==> src/rtl/dice_pkg.sv <==
// Shared definitions for the dice roll tally block: die encodings,
// per-die face limits, FSM state type and the face count.
package dice_pkg;

   localparam int NUM_FACES = 20;

   localparam logic [1:0] DIE_D4  = 2'b00;
   localparam logic [1:0] DIE_D6  = 2'b01;
   localparam logic [1:0] DIE_D8  = 2'b10;
   localparam logic [1:0] DIE_D20 = 2'b11;

   localparam logic [7:0] MAX_D4  = 8'd4;
   localparam logic [7:0] MAX_D6  = 8'd6;
   localparam logic [7:0] MAX_D8  = 8'd8;
   localparam logic [7:0] MAX_D20 = 8'd20;

   typedef enum logic {
      ST_CLEAR = 1'b0,
      ST_COUNT = 1'b1
   } state_t;

   // Highest legal face for a given die encoding.
   function automatic logic [7:0] face_max(input logic [1:0] die);
      logic [7:0] m;
      case (die)
         DIE_D4:  m = MAX_D4;
         DIE_D6:  m = MAX_D6;
         DIE_D8:  m = MAX_D8;
         DIE_D20: m = MAX_D20;
         default: m = MAX_D20;
      endcase
      return m;
   endfunction

endpackage

==> src/rtl/dice_range_check.sv <==
// Combinational legality check: is a rolled value a real face of the active die?
module dice_range_check
   import dice_pkg::*;
(
   input  logic [1:0] die_active,
   input  logic [7:0] sample,
   output logic       in_range
);

   // Zero is never a face; anything above the die's max is an error.
   always_comb begin
      in_range = (sample != 8'd0) && (sample <= face_max(die_active));
   end

endmodule

==> src/rtl/dice_roll_tally.sv <==
// Per-face histogram of dice rolls with an error tally for illegal values.
// A clear (or reset) sweeps the 20 face counters to zero, one per cycle,
// before samples are accepted again.
module dice_roll_tally
   import dice_pkg::*;
#(
   parameter int CNT_W = 16
) (
   input  logic             clk,
   input  logic             rst,
   input  logic [1:0]       die_select,
   input  logic             clear,
   input  logic             sample_valid,
   input  logic [7:0]       sample,
   output logic             sample_ready,
   input  logic             rd_en,
   input  logic [4:0]       rd_face,
   output logic             rd_valid,
   output logic [CNT_W-1:0] rd_data,
   output logic [CNT_W-1:0] total_count,
   output logic [CNT_W-1:0] err_count,
   output logic             err_flag,
   output logic [7:0]       last_bad,
   output logic [1:0]       die_active
);

   localparam logic [4:0] LAST_IDX = 5'(NUM_FACES - 1);

   state_t           state;
   logic [4:0]       sweep;
   logic [CNT_W-1:0] count [NUM_FACES];

   logic             in_range;
   logic             accept;
   logic             restart;
   logic [4:0]       samp_idx;
   logic [4:0]       rd_idx;
   logic             rd_face_ok;

   // Counters stick at all-ones instead of wrapping.
   function automatic logic [CNT_W-1:0] sat_inc(input logic [CNT_W-1:0] v);
      return (&v) ? v : v + 1'b1;
   endfunction

   dice_range_check u_range (
      .die_active (die_active),
      .sample     (sample),
      .in_range   (in_range)
   );

   assign sample_ready = (state == ST_COUNT);
   assign accept       = sample_valid && sample_ready;
   assign restart      = rst || clear;
   assign samp_idx     = sample[4:0] - 5'd1;
   assign rd_idx       = rd_face - 5'd1;
   assign rd_face_ok   = (rd_face != 5'd0) && (rd_face <= 5'(NUM_FACES));

   // FSM and summary registers; reset and clear both restart the sweep
   // and drop any sample offered in the same cycle.
   always_ff @(posedge clk) begin
      if (restart) begin
         state       <= ST_CLEAR;
         sweep       <= 5'd0;
         die_active  <= die_select;
         total_count <= '0;
         err_count   <= '0;
         err_flag    <= 1'b0;
         last_bad    <= 8'd0;
      end else begin
         case (state)
            ST_CLEAR: begin
               if (sweep == LAST_IDX) begin
                  state <= ST_COUNT;
               end else begin
                  sweep <= sweep + 5'd1;
               end
            end
            ST_COUNT: begin
               if (accept) begin
                  if (in_range) begin
                     total_count <= sat_inc(total_count);
                  end else begin
                     err_count <= sat_inc(err_count);
                     err_flag  <= 1'b1;
                     last_bad  <= sample;
                  end
               end
            end
            default: state <= ST_CLEAR;
         endcase
      end
   end

   // Face counter array: zeroed by the sweep, bumped by accepted legal rolls.
   always_ff @(posedge clk) begin
      if (!restart) begin
         if (state == ST_CLEAR) begin
            count[sweep] <= '0;
         end else if (accept && in_range) begin
            count[samp_idx] <= sat_inc(count[samp_idx]);
         end
      end
   end

   // Read port: one-cycle latency, sees the value before any same-cycle update.
   always_ff @(posedge clk) begin
      if (rst) begin
         rd_valid <= 1'b0;
         rd_data  <= '0;
      end else begin
         rd_valid <= rd_en;
         rd_data  <= (rd_en && rd_face_ok) ? count[rd_idx] : '0;
      end
   end

endmodule

==> config.mk <==
export PLATFORM = sky130hd
export DESIGN_NAME = dice_roll_tally
export DESIGN_NICKNAME = d
export VERILOG_FILES = /design/src/rtl/dice_pkg.sv /design/src/rtl/dice_range_check.sv /design/src/rtl/dice_roll_tally.sv
export SDC_FILE = /design/constraint.sdc
export NUM_CORES = 1
export LEC_CHECK = 0
export ABC_AREA = 0
export CAP_MARGIN = 20
export CORE_ASPECT_RATIO = 2
export CORE_UTILIZATION = 40
export CTS_CLUSTER_DIAMETER = 80
export DETAILED_ROUTE_END_ITERATION = 6
export SYNTH_ARGS = -nofsm -noshare
export SYNTH_HDL_FRONTEND = slang
export SYNTH_SLANG_ARGS = --single-unit
==> constraint.sdc <==
create_clock -name clk -period 7.35 [get_ports clk]
set_input_delay 1.47 -clock clk [delete_from_list [all_inputs] [get_ports clk]]
set_output_delay 1.47 -clock clk [all_outputs]
set_load 0.02 [all_outputs]
Word-level counts from Yosys, hierarchy flattened
Memories as Yosys holds them, arrays and structs flattened. A register that Yosys moved wholly into a read port is not among the register bits.
Index checks and enable logic that the tools add are counted.

storage, ports and cells
  logic and storage cells = 59
  input bits = 20
  output and inout bits = 61
  register bits = 50
  memories kept = 1
  RAM bits = 320

operators by class
  $add $sub $neg = 6
  bitwise logic cells = 6
  muxes and demuxes = 14
  magnitude comparators = 2
  reduce and logical (&&, ||, !) cells = 18
  equality and inequality tests = 4

memory list
  name   words  width  rd ports  clocked after memory_dff  wr ports  RTL line               source
  count  20     16     2         1                         1         dice_roll_tally.sv:31  logic [CNT_W-1:0] count [NUM_FACES];

operators with widths
  cell                   count
  $add 16x1->16 const B  3
  $reduce_and 16->1      3
  $mux 16                2
  $pmux 8 s4             1
  $reduce_or 16->1       1
  $mux 1                 10
  $sub 5x1->5 const B    2
  $le 8x8->1             1
  $reduce_and 4->1       2
  $reduce_bool 8->1      1
  $not 1->1              6
  $add 5x1->5 const B    1
  $eq 5x5->1 const B     1
  $le 5x5->1 const B     1
  $logic_and 1x1->1      5
  $mux 5                 1
  $reduce_bool 5->1      1
  $eq 2x2->1 const B     2
  $reduce_and 3->1       1
  $eq 2x1->1 const B     1
  $logic_not 2->1        1
  $reduce_and 2->1       1
  $reduce_or 2->1        1
  $logic_or 1x1->1       1

Longest topological paths before layout
  depth after elaboration = 11
  depth in mapped cells = 19

Cells and area by module
From an unflattened synthesis, not the netlist that was laid out.

unflattened totals
  cells, all modules = 1,117
  area, all modules = 18,261.3 um^2

modules (own cells, without submodules)
  module            times used  seq. area each (um^2)  cells an instance  area an instance (um^2)
  dice_roll_tally   1           10,950.5               1,097              18,091.1
  dice_range_check  1           0.0                    20                 170.2

Worst setup path before layout
OpenSTA, ideal clock, no wires.

  kind = input to register
  start = input sample[0]
  end = memory count[0][5] (data pin)
  stages = 17
  buffers on the path = 4
  data required time = 6.978 ns
  arrival time = 5.559 ns
  setup time = 0.372 ns
  slack = 1.419 ns
  cell sequence = buf_6 inv_2 ha_1 buf_4 xnor2_2 buf_2 buf_2 mux4_2 mux2i_1 inv_1 ha_1 inv_1 a2111o_1 nor4b_2 nand4_1 a31o_1 a211oi_1

between the ends
  word-level cells in the longest chain between the ends = 9

RTL lines
  item                                                   RTL line               source
  start: declaration                                     dice_roll_tally.sv:14  input logic [7:0] sample,
  branches (longest 8 deep; another with $mem_v2 20x16)  -
  $mux 16 (no source line) *                             -
  end: declaration                                       dice_roll_tally.sv:31

Every way passes the cells marked *.

Worst setup path after layout
  start = input sample[1]
  end = memory count[17][0] (data pin)

Same word-level chain as after synthesis.

==> summary.txt <==
Run status
  – Status: finished, final reports clean

Timing
  – Final max-slew violation count: 0
  – Unrepaired setup endpoints after global routing: no
  – Sum Neg Setup Slack: 0 ps
  – Clock skew: 26.3 ps
  – Worst Tran Pin Value: 1080 ps
  – Slew HR: 28.0%
  – Fmax: 172 MHz
  – Final setup viols: 0
  – Shortest period the worst path allows: 5820 ps
  – Final period utilization: 79.2%
  – Final hold vios: 0

Synth
  – Yosys top cell by area: edfxtp_1
  – Net Count, Synth: 1,212
  – #FFs+latches synth: 386
  – Yosys warns: 0
  – Number of enable flip-flop cells after synthesis: 322
  – Post-Syn Area: 18,600 sq um
  – Commonest cells in the netlist: 322 x edfxtp_1, 163 x mux4_2, 86 x nand2_1
  – Sequential-to-total area share from yosys stat: 59.0%
  – Syn_area_per_cell: 15.7 sq um
  – Top cells by area, synth: edfxtp_1 52%, mux4_2 20%, dfxtp_1 6.9%, mux2i_1 1.9%, nand2_1 1.7%
  – Top FF cell, synth: edfxtp_1
  – Most frequent cell after synthesis: edfxtp_1
  – Ys async rst share: 0%
  – Share of the synthesized area in the top cell type: 52.1%
  – Synth unique cells: 77
  – Post-Synthesis Cells: 1,181

Clocking
  – Post_cts resized: 0
  – CTS Buf Count: 34
  – Hold_buf cts: 0
  – Clock root cell: clkbuf_16
  – H-tree levels: 2
  – Clock Sink Count: 386
  – Clk buf depth: 3
  – Worst-skew pair later-pin latency: 550 ps
  – Post-CTS Setup Bufs: 0
  – CTS tree: yes
  – Clk pin slew, worst setup/hold paths: 70 ps

Routing
  – Wirelength per Cell: 29.1 microns
  – # DRC: 0
  – Post-DRT Antenna Nets: 0
  – Vias per std cell: 6.24
  – Vias after detailed routing: 11,700
  – Initial drt markers: 1,106
  – Drt pass-1 iters: 5
  – Routed WL: 54,700 microns

Floorplan
  – Die Y: 307 microns
  – Die Span X: 154 microns
  – Total Die Area: 47,300 sq um
  – Initial Utilization: 40.5%
  – Core region area: 45,800 sq um
  – Top Ports: 81
  – Placement row count: 111

Power and ir drop
  – Pleak: 7.43 nW
  – Max VDD drop: 188 uV
  – Power per cell area: 211 nW/um^2

Layout
  – Final net count: 1,324
  – FILL cells: 3,896
  – Final core utilization: 46.9%
  – Layout cells sized above 1: 26.7%
  – Area growth syn-to-layout: 15.9%
  – Antenna cells: 0

Setup path
  – Required time of the critical path: 7530 ps
  – Crit. End Element: flip-flop
  – Worst setup SP type: input pin
  – Critical Path AT: 6000 ps
  – Worst-path maximum fanout: 45
  – Setup Crit Path Kind: in2reg

Global routing
  – Largest net degree at the start of global routing: 55
  – Vias in the first global route: 12,100
  – GR Util All Layers: 23.6%
  – Initial antenna violation count: 0
  – Total gr overflow: 0
  – First-pass GRT wire length: 79,700 microns

Placement
  – HPWL Detailed: 36,600 microns
  – Global placer's final weighted congestion: 0.872
  – Port buffer count: 80

Min path
  – Hold WC Path Type: reg2reg

Job
  – Maxcap violations: 0
==> logic make-up after synthesis <==
kind of cell	count (synthesis)	share of synthesized area, %
multiplexers	211	22.4
flip-flops	386	59.0
buffers and inverters	93	2.43
XOR/XNOR	28	1.46
adder cells (fa/ha/maj)	11	0.741
AO/OA/AOI/OAI	148	5.49
AND/OR/NAND/NOR	304	8.43
==> final timing paths <==
check | start | end | slack, ps | cells past startpoint
max | sample[1] | count[17][0] | 1530 | 13
min | err_flag | err_flag | 460 | 2
max reg2reg | die_active[0] | count[5][3] | 3130 | 12
min reg2reg | err_flag | err_flag | 460 | 2
==> flip-flops by register name (all words and copies together) (netlist names) <==
signal,count
die_active,2
sample_ready,1
last_bad,8
rd_data,16
err_flag,1
count,320
total_count,16
rd_valid,1
err_count,16
sweep,5
==> stage by stage <==
stage          hold WS, ps  instances  total power [mW]  setup slack [ps]  cell area [sq um]
2_1_floorplan          522       1181              2.65              1420              18600
3_3_place_gp           436       1818              2.78               968              20400
3_5_place_dp           445       1819              2.78               786              20400
4_1_cts                456       1877              4.56              1370              21500
5_1_grt                489       1880              4.65              1330              21500
6_report               456       1880              4.53              1530              21500
==> critical path: stages <==
cell,delay [ps]
clkdlybuf4s50_1,630
inv_1,160
ha_4,630
buf_12,320
nor3_1,90
mux2i_1,170
nand4_1,280
a221oi_1,430
and4_1,410
buf_4,180
and4_4,270
xnor2_1,80
nor2_1,820
==> cell type report <==
cell class	instances	area, sq um	share of cell area (%)
Clock buffer	41	930	4.32
Clock inverter	17	153	0.710
Inverter	19	71.3	0.332
Multi-Input combinational cell	702	7310	34.0
Sequential cell	386	11000	50.9
Tap cell	565	707	3.29
Timing Repair Buffer	150	1390	6.48
==> cell usage in the layout (no fill, tap or decap), types with 14 or more instances in the layout <==
cell	instances
nand3_1	23
edfxtp_1	322
nand2_1	86
nand4_1	18
buf_4	64
nor2_1	52
a21oi_1	51
inv_1	19
clkbuf_16	36
o21ai_0	17
nor2_2	20
mux4_2	163
nor3b_1	16
mux2i_1	36
clkdlybuf4s50_1	78
nor3_1	14
dfxtp_1	64
==> metal layers <==
metal	global-route usage [%]	vias to the layer above	routed length, microns
met3	2.37	129	2710
met5	0	-	0
li1	-	5005	-
met2	45.4	449	30500
met1	24.8	6145	18100
met4	12.9	0	3300
==> power by group <==
group,total (mW),internal (mW),switching (mW)
Combinational,0.383,0.153,0.230
Clock,1.80,0.980,0.817
Sequential,2.35,2.35,0.00521
(Power assumes the default switching activity.)
